==> src/rtl/conv_window_gen_if.sv <==
// Stream-in / window-out bundle for the sliding-window generator.
// The block itself uses the slave side; the pixel source and window consumer use the master side.
interface conv_window_gen_if #(
   parameter int DATA_W = 8,
   parameter int K      = 3
);
   logic [DATA_W-1:0]     s_axis_tdata;
   logic                  s_axis_tvalid;
   logic                  s_axis_tready;
   logic                  s_axis_tlast;
   logic [K*K*DATA_W-1:0] win_data;
   logic                  win_valid;
   logic                  win_ready;
   logic                  win_sop;
   logic                  win_eop;

   modport slave (
      input  s_axis_tdata, s_axis_tvalid, s_axis_tlast, win_ready,
      output s_axis_tready, win_data, win_valid, win_sop, win_eop
   );

   modport master (
      output s_axis_tdata, s_axis_tvalid, s_axis_tlast, win_ready,
      input  s_axis_tready, win_data, win_valid, win_sop, win_eop
   );
endinterface

==> src/rtl/conv_window_gen.sv <==
// KxK sliding-window generator: K-1 line buffers plus a KxK shift window.
// One raster pixel in per beat, one full window out per valid position.
module conv_window_gen #(
   parameter int DATA_W = 8,
   parameter int IMG_W  = 28,
   parameter int IMG_H  = 28,
   parameter int K      = 3
) (
   input  logic             clk,
   input  logic             rst_n,
   conv_window_gen_if.slave bus,
   output logic             frame_done,
   output logic             err_frame,
   input  logic             err_clr
);
   localparam int CW = $clog2(IMG_W);
   localparam int RW = $clog2(IMG_H);
   localparam logic [CW-1:0] COL_LAST = CW'(IMG_W - 1);
   localparam logic [CW-1:0] COL_WIN  = CW'(K - 1);
   localparam logic [RW-1:0] ROW_LAST = RW'(IMG_H - 1);
   localparam logic [RW-1:0] ROW_WIN  = RW'(K - 1);

   typedef enum logic [1:0] {IDLE, FILL, STREAM, DONE} state_t;

   state_t                          state, state_n;
   logic [CW-1:0]                   col, col_n;
   logic [RW-1:0]                   row, row_n;
   logic                            rdy_en;
   logic                            accept, last_pix, early, shift_en, emit;
   logic [K-1:0][DATA_W-1:0]        col_vec;
   logic [K-1:0][K-1:0][DATA_W-1:0] win;
   logic [DATA_W-1:0]               lb [K-1][IMG_W];

   // rdy_en keeps tready low until the first clock after reset release
   assign bus.s_axis_tready = rdy_en && (!bus.win_valid || bus.win_ready);
   assign accept   = bus.s_axis_tvalid && bus.s_axis_tready;
   assign last_pix = (row == ROW_LAST) && (col == COL_LAST);
   assign early    = accept && bus.s_axis_tlast && !last_pix;
   assign shift_en = accept && !early;
   assign emit     = shift_en && (row >= ROW_WIN) && (col >= COL_WIN);

   assign bus.win_data = win;
   assign frame_done   = (state == DONE);

   // column vector: lane 0 is the oldest row, lane K-1 the incoming pixel
   generate
      for (genvar i = 0; i < K - 1; i++) begin : g_lb_rd
         assign col_vec[i] = lb[i][col];
      end
   endgenerate
   assign col_vec[K-1] = bus.s_axis_tdata;

   always_comb begin
      state_n = state;
      col_n   = col;
      row_n   = row;
      if (accept) begin
         if (early || last_pix) begin
            col_n   = '0;
            row_n   = '0;
            state_n = early ? IDLE : DONE;
         end else begin
            if (col == COL_LAST) begin
               col_n = '0;
               row_n = row + 1'b1;
            end else begin
               col_n = col + 1'b1;
            end
            state_n = (row_n >= ROW_WIN) ? STREAM : FILL;
         end
      end else if (state == DONE) begin
         state_n = IDLE;
      end
   end

   always_ff @(posedge clk or negedge rst_n) begin
      if (!rst_n) begin
         state         <= IDLE;
         col           <= '0;
         row           <= '0;
         rdy_en        <= 1'b0;
         bus.win_valid <= 1'b0;
         bus.win_sop   <= 1'b0;
         bus.win_eop   <= 1'b0;
         err_frame     <= 1'b0;
      end else begin
         state  <= state_n;
         col    <= col_n;
         row    <= row_n;
         rdy_en <= 1'b1;
         // single output slot: an accept may overwrite it because tready implies it drains
         if (accept) begin
            bus.win_valid <= emit;
            bus.win_sop   <= emit && (row == ROW_WIN) && (col == COL_WIN);
            bus.win_eop   <= emit && last_pix;
         end else if (bus.win_ready) begin
            bus.win_valid <= 1'b0;
         end
         if (accept && (early || (last_pix && !bus.s_axis_tlast)))
            err_frame <= 1'b1;
         else if (err_clr)
            err_frame <= 1'b0;
      end
   end

   always_ff @(posedge clk or negedge rst_n) begin
      if (!rst_n) begin
         win <= '0;
      end else if (shift_en) begin
         for (int r = 0; r < K; r++)
            win[r] <= {col_vec[r], win[r][K-1:1]};
      end
   end

   // line buffers carry no reset: FILL rewrites every entry before it is read into a window
   always_ff @(posedge clk) begin
      if (shift_en) begin
         for (int i = 0; i < K - 1; i++)
            lb[i][col] <= col_vec[i+1];
      end
   end
endmodule
==> src/flat_wrapper.sv <==
// flat-port wrapper written by rule: the top's interface ports become plain ports
module conv_window_gen_flat 
#(
   parameter int DATA_W = 8,
   parameter int IMG_W  = 28,
   parameter int IMG_H  = 28,
   parameter int K      = 3
)
  (clk, rst_n, frame_done, err_frame, err_clr, bus_s_axis_tdata, bus_s_axis_tvalid, bus_s_axis_tlast, bus_win_ready, bus_s_axis_tready, bus_win_data, bus_win_valid, bus_win_sop, bus_win_eop);
  conv_window_gen_if #(.DATA_W(DATA_W), .K(K)) bus_i ();
  input  logic clk;
  input  logic rst_n;
  output logic frame_done;
  output logic err_frame;
  input  logic err_clr;
  input wire logic [$bits(bus_i.s_axis_tdata)-1:0] bus_s_axis_tdata;
  input wire logic [$bits(bus_i.s_axis_tvalid)-1:0] bus_s_axis_tvalid;
  input wire logic [$bits(bus_i.s_axis_tlast)-1:0] bus_s_axis_tlast;
  input wire logic [$bits(bus_i.win_ready)-1:0] bus_win_ready;
  output wire logic [$bits(bus_i.s_axis_tready)-1:0] bus_s_axis_tready;
  output wire logic [$bits(bus_i.win_data)-1:0] bus_win_data;
  output wire logic [$bits(bus_i.win_valid)-1:0] bus_win_valid;
  output wire logic [$bits(bus_i.win_sop)-1:0] bus_win_sop;
  output wire logic [$bits(bus_i.win_eop)-1:0] bus_win_eop;
  assign bus_i.s_axis_tdata = bus_s_axis_tdata;
  assign bus_i.s_axis_tvalid = bus_s_axis_tvalid;
  assign bus_i.s_axis_tlast = bus_s_axis_tlast;
  assign bus_i.win_ready = bus_win_ready;
  assign bus_s_axis_tready = bus_i.s_axis_tready;
  assign bus_win_data = bus_i.win_data;
  assign bus_win_valid = bus_i.win_valid;
  assign bus_win_sop = bus_i.win_sop;
  assign bus_win_eop = bus_i.win_eop;
  conv_window_gen #(.DATA_W(DATA_W), .IMG_W(IMG_W), .IMG_H(IMG_H), .K(K)) u_core (.clk(clk), .rst_n(rst_n), .bus(bus_i), .frame_done(frame_done), .err_frame(err_frame), .err_clr(err_clr));
endmodule
==> config.mk <==
export PLATFORM = sky130hd
export DESIGN_NAME = conv_window_gen_flat
export DESIGN_NICKNAME = d
export VERILOG_FILES = /design/src/rtl/conv_window_gen_if.sv /design/src/rtl/conv_window_gen.sv /design/src/flat_wrapper.sv
export SDC_FILE = /design/constraint.sdc
export NUM_CORES = 1
export LEC_CHECK = 0
export ABC_CLOCK_PERIOD_IN_PS = 3920
export CORE_MARGIN = 2
export CORE_UTILIZATION = 40
export CTS_CLUSTER_SIZE = 25
export DETAILED_ROUTE_END_ITERATION = 10
export SYNTH_ARGS = -nofsm -noshare
export SYNTH_HDL_FRONTEND = slang
export SYNTH_SLANG_ARGS = --single-unit
==> constraint.sdc <==
create_clock -name clk -period 3.92 [get_ports clk]
set_input_delay 0.784 -clock clk [delete_from_list [all_inputs] [get_ports clk]]
set_output_delay 0.784 -clock clk [all_outputs]
set_load 0.1 [all_outputs]
==> impl_metrics.csv <==
group,metric,value,unit
floorplanning,fp-row-count,84,
timing,worst_pin_slew,995,ps
logic_synthesis,synth_seq_area_share,0.743,
pwr,vdd_drop_max,0.000289,V
timing,holdWs,293,ps
detailed_routing,drt_iter0_markers,1106,
logic_synthesis,synth_area_leaders,"edfxtp_1 64%, dfrtp_1 11%, mux2i_1 5.8%",
cts,cts_setup_buffers,0,
global_routing,grtUsageTotal,0.188,
setup_path,required,4200,ps
detailed_routing,drt.antenna.violating_nets,0,
cts,path_clk_slew,60,ps
timing,fin_worst_skew,22.8,ps
setup_path,worstSetupStartpointType,"register",
detailed_routing,drc,0,
setup_path,cp.arrival,3510,ps
cells_and_area,final_util,0.478,
global_routing,grt_max_degree,83,
cts,clock_latency,620,ps
setup_path,path_class,"register to register",
timing,clock.fmax,310,MHz
cts,cts_sinks,537,
setup_path,setup.worst_path.start,"u_core.col[0]",
cells_and_area,drive_above_1_share,0.159,
cts,cts_resized,0,
timing,hold_viol_final,0,
timing,setup_viol,0,
cts,cts.htree.levels,2,
pwr,power.switching,4.83,mW
logic_synthesis,syn_nets,1303,
cells_and_area,num-nets-final,1463,
timing,finalCriticalPeriod,3230,ps
detailed_routing,dr.pass1.iters,5,
global_routing,grt_overflow,0,
setup_path,r2r_start,"u_core.col[0]",
pwr,combPwrFrac,0.217,
floorplanning,die_h,234,um
cells_and_area,nFillCells,4433,
detailed_routing,wl,51.2,mm
cells_and_area,syn_to_final_growth,18.6,%
global_routing,antenna_found_initial,0,
pwr,p_clk_frac,0.348,
placement,io_buffers,91,
cts,cts_tree,"done",
floorplanning,core_area,52300,um2
cells_and_area,finalNonFillerCells,2176,
placement,dp_hpwl,32.5,mm
placement,finalWeightedCongestion,0.878,
run_status,outcome,"complete, no violations",
global_routing,grt_pass1_vias,11441,
setup_path,critPathCaptureType,"register",
pwr,p_sw_frac,0.312,
pwr,power_frac_seq,0.435,
logic_synthesis,ys_types,55,
logic_synthesis,synth.avg_cell_area,16.5,um2
detailed_routing,via_per_inst,5.40,
cts,clockBufferDepth,3,
placement,dp_cells,2075,
floorplanning,die_x,234,um
cts,cts_made_buffers,54,
logic_synthesis,synth_seq_cells,537,
min_path,min_path_type,"input pin to asynchronous set/reset pin",
floorplanning,io_pins,92,
timing,maxSlewHeadroom,0.334,
detailed_routing,wl_per_cell,23.5,um
pwr,p_leak,8.59,nW
timing,fin_crit_sh,0.824,
logic_synthesis,synthArstFlopShare,0.166,
floorplanning,start_util,0.403,
cts,cts-hold-fix-buffers,0,
logic_synthesis,synth_area,21100,um2
floorplanning,die_area,54600,um2
global_routing,grt_pass1_wl,75.4,mm
logic_synthesis,synth.top_cell.area_share,0.637,
pwr,p_int,10.7,mW
pwr,powerDensity,619,nW/um2
logic_synthesis,synth_ff_type,"edfxtp_1",
logic_synthesis,ys_warn_count,0,
logic_synthesis,synthCells,1283,
timing,rsz0062_at_grt,"no",
logic_synthesis,yosys.area.top_type,"edfxtp_1",
timing,tns,0,ps
timing,maxSlewViolCount,0,
logic_synthesis,synth_edf_count,448,
cts,cts_root_buf,"clkbuf_16",
flow_run,max-cap-violations,0,
detailed_routing,dr_total_vias,11755,
setup_path,worst-path-max-fanout,18,
cells_and_area,diodes,0,
## layout by cell type (no fill, tap or decap), types with 4 or more instances in the layout
master / count
mux2_2: 10
nor2b_1: 13
inv_1: 5
nand3_1: 34
a21oi_1: 15
clkinv_2: 10
mux4_2: 46
clkbuf_1: 12
mux4_1: 5
nand2b_1: 5
nand2_1: 223
o22a_1: 6
o21ai_0: 7
clkinv_1: 10
and2_1: 6
mux2i_1: 122
nand4_1: 15
clkbuf_16: 54
bufinv_16: 10
a22o_1: 8
nor3_2: 4
a22oi_1: 59
edfxtp_1: 448
ha_1: 6
dfrtp_1: 87
nor2_1: 36
a31oi_1: 6
clkdlybuf4s50_1: 88
buf_4: 86
## routing by layer
metal / part of all wire / global-route usage / up-vias / wire (um)
li1: - / - / 5238 / -
met1: 0.44 / 0.270 / 5976 / 22500
met2: 0.47 / 0.297 / 461 / 23800
met3: 0.065 / 0.0266 / 80 / 3350
met4: 0.028 / 0.0645 / 0 / 1430
met5: 0 / 0 / - / 0
## final cells by class
| type | count | area, um2 | area share |
|---|---|---|---|
| clock buffers | 66 | 1400 | 0.0558 |
| clock inverters | 35 | 460 | 0.0184 |
| inverters | 6 | 22.5 | 0.000899 |
| multi-input cells | 667 | 5040 | 0.201 |
| flip-flops and latches | 537 | 15700 | 0.627 |
| well taps | 688 | 861 | 0.0344 |
| repair buffers | 177 | 1570 | 0.0628 |
## sequential cells by signal, indices dropped and copies added, names as in the netlist
register / flops
u_core.bus.win_eop: 1
u_core.state: 2
u_core.bus.win_sop: 1
u_core.row: 5
u_core.col: 5
u_core.err_frame: 1
u_core.lb: 448
u_core.bus.win_valid: 1
u_core.rdy_en: 1
u_core.bus.win_data: 72
## logic make-up after synthesis
family                     share of synthesized area
buffers and inverters                         0.0199
xor gates and xnor gates                    0.000830
AOI/OAI and AO/OA                             0.0421
and+or+nand+nor                               0.0715
adders and majority gates                    0.00356
muxes                                          0.119
other                                       0.000178
DFF                                            0.743
## through the flow
stage | setup WS, ps | instance area (um2) | power (mW)
floorplan | 725 | 21100 | 9.23
global route | 467 | 25000 | 16.0
detailed placement | 692 | 23200 | 10.2
global placement | 765 | 23200 | 10.2
CTS | 694 | 25000 | 15.6
finish | 691 | 25000 | 15.5
## synthesized netlist by cell type, drive strengths merged (5+ instances only)
cell type  count
a21oi         16
edfxtp       448
mux4          51
inv            6
buf           57
a22o           8
mux2i        122
and2           7
ha             6
nand3         34
nand2b         5
nor2          37
o21ai          9
nor3           7
a31oi          6
a22oi         59
nand2        223
dfrtp         89
nor2b         13
mux2          11
nand4         15
clkbuf        16
o22a           6
## worst max-delay path, cell delays in order (launching register included)
cell	delay, ps
dfrtp_4	640
ha_1	330
and4b_1	260
nand4_1	280
a21oi_4	410
nand2_1	440
nor3_2	220
buf_4	310
## final timing paths
| kind | to | slack, ps | cells past startpoint |
|---|---|---|---|
| setup / recovery | u_core.lb[0][75] | 690 | 7 |
| hold / removal | u_core.col[3] | 290 | 1 |
| setup reg to reg | u_core.lb[0][75] | 690 | 7 |
| hold reg to reg | u_core.bus.win_data[0] | 470 | 2 |
| max in group asynchronous | u_core.bus.win_data[15] | 2780 | 2 |
| min in group clk | u_core.bus.win_data[0] | 470 | 2 |
## power by group through the flow
stage	clock network, mW	registers, mW	logic, mW
after floorplan	0	8.22	1.00
after global placement	0	6.85	3.35
after detailed placement	0	6.86	3.37
after CTS	5.47	6.74	3.38
after global routing	5.69	6.77	3.50
final	5.39	6.74	3.36
Note: power is estimated with default switching activity, not from simulation.
